<file path="config.mk">
export PLATFORM = sky130hd
export DESIGN_NAME = burst_ram_loader_flat
export DESIGN_NICKNAME = d
export VERILOG_FILES = /design/src/rtl/burst_ram_loader_pkg.sv /design/src/rtl/burst_ram_loader_if.sv /design/src/rtl/lane_assembler.sv /design/src/rtl/burst_ram_loader.sv /design/src/flat_wrapper.sv
export SDC_FILE = /design/constraint.sdc
export NUM_CORES = 1
export LEC_CHECK = 0
export ABC_AREA = 1
export CORE_UTILIZATION = 53
export CTS_CLUSTER_DIAMETER = 60
export DETAILED_ROUTE_END_ITERATION = 16
export PLACE_DENSITY = 0.86
export SETUP_SLACK_MARGIN = 0.15
export SKIP_LAST_GASP = 1
export SLEW_MARGIN = 10
export SYNTH_ARGS = -nofsm -noshare
export SYNTH_HDL_FRONTEND = slang
export SYNTH_SLANG_ARGS = --single-unit
</file>
<file path="constraint.sdc">
create_clock -name clk -period 2.4 [get_ports clk]
set_input_delay 0.6 -clock clk [delete_from_list [all_inputs] [get_ports clk]]
set_output_delay 0.6 -clock clk [all_outputs]
set_load 0.01 [all_outputs]
</file>
<file path="src/rtl/burst_ram_loader_pkg.sv">
// burst_ram_loader_pkg
//   Shared definitions for the burst RAM loader: parameter defaults, the
//   external RAM read latency, the FSM state encoding and a helper that
//   sizes the lane index.
//   Optional feature macro used elsewhere: BURST_RAM_LOADER_CHECKSUM_EN.
package burst_ram_loader_pkg;

    localparam int DEF_EXT_AW   = 19;
    localparam int DEF_EXT_DW   = 8;
    localparam int DEF_INT_AW   = 10;
    localparam int DEF_LANES    = 8;

    // Cycles between driving an external address and its data appearing.
    localparam int READ_LATENCY = 1;

    typedef enum logic [2:0] {
        IDLE    = 3'd0,
        PRIME   = 3'd1,
        READ    = 3'd2,
        WRITE   = 3'd3,
        REISSUE = 3'd4,
        DONE    = 3'd5
    } state_t;

    // Width of a lane index; at least one bit.
    function automatic int lane_idx_w(input int lanes);
        return (lanes > 1) ? $clog2(lanes) : 1;
    endfunction

endpackage

</file>
<file path="src/rtl/burst_ram_loader_if.sv">
// burst_ram_loader_if
//   Bundles the loader's control handshake, external RAM read port and
//   internal RAM write port.
//   slave  : the loader (takes control + read data, drives RAM strobes)
//   master : the environment (issues requests, returns read data)
//   With BURST_RAM_LOADER_CHECKSUM_EN defined, adds checksum[15:0].
interface burst_ram_loader_if
    import burst_ram_loader_pkg::*;
#(
    parameter int EXT_AW = DEF_EXT_AW,
    parameter int EXT_DW = DEF_EXT_DW,
    parameter int INT_AW = DEF_INT_AW,
    parameter int LANES  = DEF_LANES
);
    localparam int INT_DW = LANES * EXT_DW;

    // control
    logic              start;
    logic              abort;
    logic [EXT_AW-1:0] startAddr;
    logic [INT_AW-1:0] intBase;
    logic [INT_AW:0]   wordCount;
    logic              byteOrder;
    logic              busy;
    logic              done;
    // external RAM (read only)
    logic [EXT_DW-1:0] externalRamReadData;
    logic [EXT_AW-1:0] externalRamAddress;
    logic              externalRamCEB;
    logic              externalRamOEB;
    logic              externalRamWEB;
    // internal RAM (write only)
    logic [INT_AW-1:0] internalRamAddress;
    logic [INT_DW-1:0] internalRamWdata;
    logic              internalRamCEB;
    logic              internalRamWEB;
`ifdef BURST_RAM_LOADER_CHECKSUM_EN
    logic [15:0]       checksum;
`endif

    modport slave (
        input  start, abort, startAddr, intBase, wordCount, byteOrder,
               externalRamReadData,
        output externalRamAddress, externalRamCEB, externalRamOEB,
               externalRamWEB, internalRamAddress, internalRamWdata,
               internalRamCEB, internalRamWEB, busy, done
`ifdef BURST_RAM_LOADER_CHECKSUM_EN
        , output checksum
`endif
    );

    modport master (
        output start, abort, startAddr, intBase, wordCount, byteOrder,
               externalRamReadData,
        input  externalRamAddress, externalRamCEB, externalRamOEB,
               externalRamWEB, internalRamAddress, internalRamWdata,
               internalRamCEB, internalRamWEB, busy, done
`ifdef BURST_RAM_LOADER_CHECKSUM_EN
        , input checksum
`endif
    );

endinterface

</file>
<file path="src/rtl/lane_assembler.sv">
// lane_assembler
//   Packs narrow external-RAM lanes into one internal-RAM word register.
//   clk, resetB  : clock, async active-low reset (word cleared to 0)
//   i_capture    : store i_data into the slot selected by i_lane
//   i_lane       : lane index within the word (0 = first lane read)
//   i_byteOrder  : 0 = lane 0 lands in the MSB slot, 1 = in the LSB slot
//   i_data       : lane data from the external RAM
//   o_word       : assembled word (registered)
module lane_assembler
    import burst_ram_loader_pkg::*;
#(
    parameter int EXT_DW = DEF_EXT_DW,
    parameter int LANES  = DEF_LANES,
    parameter int LANE_W = lane_idx_w(LANES)
)(
    input  logic                      clk,
    input  logic                      resetB,
    input  logic                      i_capture,
    input  logic [LANE_W-1:0]         i_lane,
    input  logic                      i_byteOrder,
    input  logic [EXT_DW-1:0]         i_data,
    output logic [LANES*EXT_DW-1:0]   o_word
);
    logic [LANES*EXT_DW-1:0] r_word;
    logic [LANE_W-1:0]       w_slot;

    // Slot counted from the LSB; MSB-first order mirrors the lane index.
    always_comb begin
        w_slot = i_byteOrder ? i_lane : (LANE_W'(LANES - 1) - i_lane);
    end

    always_ff @(posedge clk or negedge resetB) begin
        if (!resetB) begin
            r_word <= '0;
        end else if (i_capture) begin
            for (int unsigned l = 0; l < LANES; l++) begin
                if (w_slot == LANE_W'(l)) begin
                    r_word[l*EXT_DW +: EXT_DW] <= i_data;
                end
            end
        end
    end

    assign o_word = r_word;

endmodule

</file>
<file path="src/rtl/burst_ram_loader.sv">
// burst_ram_loader
//   Copies wordCount words from a narrow external RAM (one lane per read)
//   into a wide internal RAM, LANES lanes per internal word.
//   clk     : clock
//   resetB  : asynchronous active-low reset
//   bus     : burst_ram_loader_if.slave -- start/abort/startAddr/intBase/
//             wordCount/byteOrder in, busy/done out, external RAM read port,
//             internal RAM write port (all outputs registered).
//   Optional: BURST_RAM_LOADER_CHECKSUM_EN adds bus.checksum, the 16-bit
//   sum of every lane captured since the last accepted start.
//   Per word: PRIME/REISSUE (1) + READ (LANES) + WRITE (1) cycles.
module burst_ram_loader
    import burst_ram_loader_pkg::*;
#(
    parameter int EXT_AW = DEF_EXT_AW,
    parameter int EXT_DW = DEF_EXT_DW,
    parameter int INT_AW = DEF_INT_AW,
    parameter int LANES  = DEF_LANES
)(
    input  logic               clk,
    input  logic               resetB,
    burst_ram_loader_if.slave  bus
);
    localparam int INT_DW = LANES * EXT_DW;
    localparam int LANE_W = lane_idx_w(LANES);
    localparam logic [LANE_W-1:0] LANE_LAST = LANE_W'(LANES - 1);
    // Last lane slot during which an address is still needed: the final
    // lane's data was addressed READ_LATENCY cycles earlier.
    localparam logic [LANE_W-1:0] LANE_LAST_ISSUE = LANE_W'(LANES - 1 - READ_LATENCY);
    localparam logic [INT_AW:0]   ONE_WORD = (INT_AW+1)'(1);

    state_t              r_state;
    state_t              w_stateNext;
    logic [LANE_W-1:0]   r_lane;
    logic [LANE_W-1:0]   w_laneNext;
    logic [INT_AW:0]     r_wordsLeft;
    logic [INT_AW-1:0]   r_intAddr;
    logic [EXT_AW-1:0]   r_extAddr;
    logic                r_order;
    logic                r_extCeB;
    logic                r_intCeB;
    logic                r_busy;
    logic                r_done;
    logic                w_accept;
    logic                w_capture;
    logic                w_advanceWord;
    logic                w_extReadNext;
    logic                w_intWriteNext;
    logic                w_doneNext;
    logic [INT_DW-1:0]   w_word;

    always_ff @(posedge clk or negedge resetB) begin
        if (!resetB) begin
            r_state <= IDLE;
        end else begin
            r_state <= w_stateNext;
        end
    end

    always_comb begin
        w_stateNext   = r_state;
        w_laneNext    = r_lane;
        w_accept      = 1'b0;
        w_capture     = 1'b0;
        w_advanceWord = 1'b0;
        unique case (r_state)
            IDLE: begin
                if (bus.start) begin
                    w_accept    = 1'b1;
                    w_stateNext = (bus.wordCount == '0) ? DONE : PRIME;
                end
            end
            PRIME, REISSUE: begin
                w_stateNext = READ;
                w_laneNext  = '0;
            end
            READ: begin
                w_capture = 1'b1;
                if (r_lane == LANE_LAST) begin
                    w_stateNext = WRITE;
                end else begin
                    w_laneNext = r_lane + LANE_W'(1);
                end
            end
            WRITE: begin
                if (r_wordsLeft == ONE_WORD) begin
                    w_stateNext = DONE;
                end else begin
                    w_stateNext   = REISSUE;
                    w_advanceWord = 1'b1;
                end
            end
            DONE: begin
                w_stateNext = IDLE;
            end
            default: begin
                w_stateNext = IDLE;
            end
        endcase

        // Abort wins over everything outside IDLE: drop the partial word
        // and any write or done that would follow this edge.
        if (bus.abort && (r_state != IDLE)) begin
            w_stateNext   = IDLE;
            w_capture     = 1'b0;
            w_advanceWord = 1'b0;
        end

        // Strobes are registered, so they are derived from the next state.
        w_extReadNext  = (w_stateNext == PRIME) || (w_stateNext == REISSUE) ||
                         ((w_stateNext == READ) && (w_laneNext <= LANE_LAST_ISSUE));
        w_intWriteNext = (w_stateNext == WRITE);
        w_doneNext     = (r_state == DONE) && !bus.abort;
    end

    always_ff @(posedge clk or negedge resetB) begin
        if (!resetB) begin
            r_lane      <= '0;
            r_wordsLeft <= '0;
            r_intAddr   <= '0;
            r_extAddr   <= '0;
            r_order     <= 1'b0;
            r_extCeB    <= 1'b1;
            r_intCeB    <= 1'b1;
            r_busy      <= 1'b0;
            r_done      <= 1'b0;
        end else begin
            r_lane <= w_laneNext;
            if (w_accept) begin
                r_extAddr   <= bus.startAddr;
                r_intAddr   <= bus.intBase;
                r_wordsLeft <= bus.wordCount;
                r_order     <= bus.byteOrder;
            end else begin
                // Step past each address once it has actually been issued.
                if (!r_extCeB) begin
                    r_extAddr <= r_extAddr + EXT_AW'(1);
                end
                if (w_advanceWord) begin
                    r_intAddr   <= r_intAddr + INT_AW'(1);
                    r_wordsLeft <= r_wordsLeft - ONE_WORD;
                end
            end
            r_extCeB <= !w_extReadNext;
            r_intCeB <= !w_intWriteNext;
            r_busy   <= (w_stateNext != IDLE);
            r_done   <= w_doneNext;
        end
    end

    lane_assembler #(
        .EXT_DW (EXT_DW),
        .LANES  (LANES),
        .LANE_W (LANE_W)
    ) u_lane_assembler (
        .clk         (clk),
        .resetB      (resetB),
        .i_capture   (w_capture),
        .i_lane      (r_lane),
        .i_byteOrder (r_order),
        .i_data      (bus.externalRamReadData),
        .o_word      (w_word)
    );

`ifdef BURST_RAM_LOADER_CHECKSUM_EN
    logic [15:0] r_checksum;

    always_ff @(posedge clk or negedge resetB) begin
        if (!resetB) begin
            r_checksum <= '0;
        end else if (w_accept) begin
            r_checksum <= '0;
        end else if (w_capture) begin
            r_checksum <= r_checksum + 16'(bus.externalRamReadData);
        end
    end

    assign bus.checksum = r_checksum;
`endif

    assign bus.externalRamAddress = r_extAddr;
    assign bus.externalRamCEB     = r_extCeB;
    assign bus.externalRamOEB     = r_extCeB;
    assign bus.externalRamWEB     = 1'b1;
    assign bus.internalRamAddress = r_intAddr;
    assign bus.internalRamWdata   = w_word;
    assign bus.internalRamCEB     = r_intCeB;
    assign bus.internalRamWEB     = r_intCeB;
    assign bus.busy               = r_busy;
    assign bus.done               = r_done;

endmodule
</file>
<file path="src/flat_wrapper.sv">
// flat-port wrapper written by rule: the top's interface ports become plain ports
module burst_ram_loader_flat import burst_ram_loader_pkg::*;
#(
    parameter int EXT_AW = DEF_EXT_AW,
    parameter int EXT_DW = DEF_EXT_DW,
    parameter int INT_AW = DEF_INT_AW,
    parameter int LANES  = DEF_LANES
)
  (clk, resetB, bus_start, bus_abort, bus_startAddr, bus_intBase, bus_wordCount, bus_byteOrder, bus_externalRamReadData, bus_externalRamAddress, bus_externalRamCEB, bus_externalRamOEB, bus_externalRamWEB, bus_internalRamAddress, bus_internalRamWdata, bus_internalRamCEB, bus_internalRamWEB, bus_busy, bus_done);
  burst_ram_loader_if #(.EXT_AW(EXT_AW), .EXT_DW(EXT_DW), .INT_AW(INT_AW), .LANES(LANES)) bus_i ();
  input  logic clk;
  input  logic resetB;
  input wire logic [$bits(bus_i.start)-1:0] bus_start;
  input wire logic [$bits(bus_i.abort)-1:0] bus_abort;
  input wire logic [$bits(bus_i.startAddr)-1:0] bus_startAddr;
  input wire logic [$bits(bus_i.intBase)-1:0] bus_intBase;
  input wire logic [$bits(bus_i.wordCount)-1:0] bus_wordCount;
  input wire logic [$bits(bus_i.byteOrder)-1:0] bus_byteOrder;
  input wire logic [$bits(bus_i.externalRamReadData)-1:0] bus_externalRamReadData;
  output wire logic [$bits(bus_i.externalRamAddress)-1:0] bus_externalRamAddress;
  output wire logic [$bits(bus_i.externalRamCEB)-1:0] bus_externalRamCEB;
  output wire logic [$bits(bus_i.externalRamOEB)-1:0] bus_externalRamOEB;
  output wire logic [$bits(bus_i.externalRamWEB)-1:0] bus_externalRamWEB;
  output wire logic [$bits(bus_i.internalRamAddress)-1:0] bus_internalRamAddress;
  output wire logic [$bits(bus_i.internalRamWdata)-1:0] bus_internalRamWdata;
  output wire logic [$bits(bus_i.internalRamCEB)-1:0] bus_internalRamCEB;
  output wire logic [$bits(bus_i.internalRamWEB)-1:0] bus_internalRamWEB;
  output wire logic [$bits(bus_i.busy)-1:0] bus_busy;
  output wire logic [$bits(bus_i.done)-1:0] bus_done;
  assign bus_i.start = bus_start;
  assign bus_i.abort = bus_abort;
  assign bus_i.startAddr = bus_startAddr;
  assign bus_i.intBase = bus_intBase;
  assign bus_i.wordCount = bus_wordCount;
  assign bus_i.byteOrder = bus_byteOrder;
  assign bus_i.externalRamReadData = bus_externalRamReadData;
  assign bus_externalRamAddress = bus_i.externalRamAddress;
  assign bus_externalRamCEB = bus_i.externalRamCEB;
  assign bus_externalRamOEB = bus_i.externalRamOEB;
  assign bus_externalRamWEB = bus_i.externalRamWEB;
  assign bus_internalRamAddress = bus_i.internalRamAddress;
  assign bus_internalRamWdata = bus_i.internalRamWdata;
  assign bus_internalRamCEB = bus_i.internalRamCEB;
  assign bus_internalRamWEB = bus_i.internalRamWEB;
  assign bus_busy = bus_i.busy;
  assign bus_done = bus_i.done;
  burst_ram_loader #(.EXT_AW(EXT_AW), .EXT_DW(EXT_DW), .INT_AW(INT_AW), .LANES(LANES)) u_core (.clk(clk), .resetB(resetB), .bus(bus_i));
endmodule
</file>
==> impl_metrics.yaml <==
outcome:
  run_status: "completed"
synth:
  syn-num-nets: 745
  synth_cell_type_count: 37
  ys_seq_area_frac: 0.504
  avgSynthCellArea_um2: 8.31
  synth-seq-cells: 115
  synth-warning-count: 0
  syn_inst: 687
  syn-cell-area_um2: 5710
final_layout:
  multiInputGateArea_um2: 2430
  nFillCells: 713
  final_nets: 902
  stdcell_count: 992
  diodes: 0
  drive_gt1_frac: 0.107
  area_delta_synth_final_pct: 37.0
  ff_latch_area_um2: 2880
timing:
  hold_violations: 0
  rsz0062_at_grt: "false"
  setup_viol: 0
  fin_skew_ns: 0.00736
  worst_pin_slew_ns: 0.726
  fmaxAchievable_mhz: 451
  timing.setup.tns_ns: 0
  min_period_ns: 2.22
  finalCritPeriodShare: 0.923
  finalMaxSlewViolations: 0
  slew_headroom: 0.512
worst_setup_path:
  crit_chain: "clkdlybuf4s50_1"
  crit_arrival_ns: 1.62
  cp_top_family: "flip-flops"
  crit_path_max_incr_delay_ns: 0.56
  crit_path_end_kind: "output pin"
  reg2reg_from: "u_core.bus.externalRamAddress[1]"
  reg2regPathDepth: 8
  cp-start-kind: "flop"
  crit_slowest_cell: "dfstp_2"
  required_ns: 1.80
  path_max_fanout: 4
  r2r_end: "u_core.bus.externalRamAddress[14]"
  rrSetupSlack_ns: 0.43
  crit_buf_inv: 1
  crit_cells: 1
  criticalPathCategory: "flop to output pin"
detailed_routing:
  met3_length_um: 1050
  wl_met1_um: 6570
  ant_nets: 0
  viasPerCell: 5.44
  wl_met2_um: 8050
  routedWlPerCell_um: 16.0
  route.detailed.drc: 0
  drt-initial-drc-count: 414
  finalWirelength_um: 15900
  vias: 5400
  drtPass1Iterations: 6
  highest_layer: "met4"
clock_network:
  cts_tree: "done"
  clock_path_buffers: 2
  path_clk_slew_ns: 0.06
  h-tree-depth: 4
  clk_latency_ns: 0.52
  cts.sinks: 115
  cts_root_buf: "clkbuf_8"
  cts_buffers: 17
global_route:
  antenna_found_initial: 0
  grt_max_degree: 74
  grt.overflow.total: 0
  grt_pass1_wl_um: 26000
  grt_usage: 0.299
  first_global_vias: 5308
power_and_ir_drop:
  power_density_nw_per_um2: 1370
  ir_drop_v: 0.000620
  power_leakage_nw: 3.65
placed_design:
  dp_hpwl_um: 11100
  dp.cells: 958
  numPortBuffers: 151
  gp_congestion: 0.920
floorplanning:
  die_area_um2: 11200
  die_width_um: 106
  row_count: 37
  die_h_um: 106
  initial_utilization: 0.551
  core_area_um2: 10400
  pin_count: 153
run:
  max_cap_viol_count: 0
min_path:
  worst_hold_path_type: "input port to asynchronous set/reset pin"
==> registers in the layout, indices dropped and copies added, names as in the netlist <==
signal	cells
u_core.bus.busy	1
u_core.bus.done	1
u_core.bus.externalRamAddress	19
u_core.bus.externalRamCEB	1
u_core.bus.internalRamAddress	10
u_core.bus.internalRamCEB	1
u_core.r_lane	3
u_core.r_order	1
u_core.r_state	3
u_core.r_wordsLeft	11
u_core.u_lane_assembler.o_word	64
==> worst max path at each step <==
stage / to / startpoint / slack (ns)
after floorplan: u_core.bus.externalRamAddress[12] / u_core.bus.externalRamAddress[0] / 0.81
after detailed placement: u_core.bus.internalRamAddress[0] / bus_abort / 0.29
after global routing: bus_externalRamCEB / u_core.bus.externalRamCEB / 0.15
after global placement: u_core.r_wordsLeft[3] / bus_abort / 0.36
final: bus_externalRamCEB / u_core.bus.externalRamCEB / 0.18
after CTS: bus_externalRamOEB / u_core.bus.externalRamCEB / 0.16
==> report_power, final <==
part / switching, mW / internal [mW]
logic: 2.59 / 2.31
clock network: 0.939 / 1.27
registers: 0.764 / 2.82
==> layout by cell type, fill, tap and decap left out, drive strengths merged, types with 4 or more instances in the layout <==
| cell type | Yosys | final |
|---|---|---|
| o21ai | 97 | 97 |
| nand4 | 8 | 8 |
| clkdlybuf4s50 | 0 | 149 |
| a21oi | 6 | 6 |
| dfrtp | 113 | 113 |
| xnor2 | 5 | 5 |
| clkinvlp | 0 | 5 |
| clkbuf | 1 | 17 |
| inv | 58 | 62 |
| nand3b | 4 | 4 |
| nor2 | 52 | 52 |
| clkinv | 0 | 5 |
| nand3 | 50 | 50 |
| nor3 | 11 | 11 |
| xor2 | 15 | 15 |
| ha | 5 | 5 |
| nand2 | 219 | 219 |
| buf | 23 | 11 |
==> synth_stat cells <==
master,count,share of area
buf_2,9,0.0079
or2_2,3,0.0033
a211oi_1,2,0.0026
xnor2_1,5,0.0077
nand2_1,206,0.14
o21ai_1,33,0.029
inv_2,4,0.0026
o22ai_1,2,0.0022
nor2_4,1,0.0020
o31ai_1,1,0.0013
ha_1,5,0.011
nor2_1,49,0.032
o311ai_0,2,0.0031
clkbuf_1,1,0.00066
nor3_2,1,0.0018
xor2_1,15,0.023
nand2_2,12,0.013
o21a_1,3,0.0039
nand3_1,49,0.043
a31oi_1,2,0.0022
nand2_4,1,0.0020
nand3_2,1,0.0018
dfrtp_1,113,0.50
buf_4,5,0.0066
o21ai_2,23,0.035
a21oi_1,6,0.0053
inv_1,54,0.035
o21ai_0,41,0.036
nand4_1,8,0.0088
nor3_1,10,0.0088
nand3b_1,4,0.0053
conb_1,1,0.00066
buf_6,9,0.018
nor2_2,2,0.0022
dfstp_2,2,0.0092
nor4_1,1,0.0011
o21bai_1,1,0.0013
==> cell type report <==
class | count | share of cell area
Clock buffer | 17 | 0.0529
Multi-Input combinational cell | 490 | 0.310
Timing Repair Buffer | 162 | 0.206
Clock inverter | 14 | 0.0134
Tap cell | 136 | 0.0218
Inverter | 58 | 0.0278
Sequential cell | 115 | 0.368
==> metal layers <==
layer  vias to the layer above  global-route usage
met2                       259               0.507
met5                         -                   0
li1                       2542                   -
met3                        29              0.0656
met4                         0              0.0833
met1                      2570               0.386
==> through the flow <==
step	util	hold slack [ns]	area, um^2	power [mW]	setup WS, ns
final	0.754	0.448	7820	10.7	0.184
after global routing	0.754	0.444	7820	11.4	0.151
after CTS	0.754	0.448	7820	10.7	0.164
after detailed placement	0.702	0.433	7280	8.35	0.295
after global placement	0.702	0.435	7280	8.17	0.358
after floorplan	-	0.304	5710	6.11	0.810
==> repair_timing <==
action                                  4_1_cts  5_1_grt
hold buffers                                  1        0
endpoints found under the setup margin        2        2
pin swaps                                     0        0
hold endpoints to repair                      6        0
gates cloned                                  0        0
buffers inserted                              2        0
resized for setup                             0        1
==> cell families (layout without fill, tap and decap cells) <==
family / Yosys count / after routing / share of synthesized area
xor gates and xnor gates: 20 / 20 / 0.0307
AOI/OAI and AO/OA: 116 / 116 / 0.122
DFF: 115 / 115 / 0.504
adders and majority gates: 5 / 5 / 0.0110
buffers and inverters: 82 / 251 / 0.0710
other: 1 / 1 / 0.000657
and+or+nand+nor: 348 / 348 / 0.260
No activity file was read; power rests on OpenSTA's default activity.
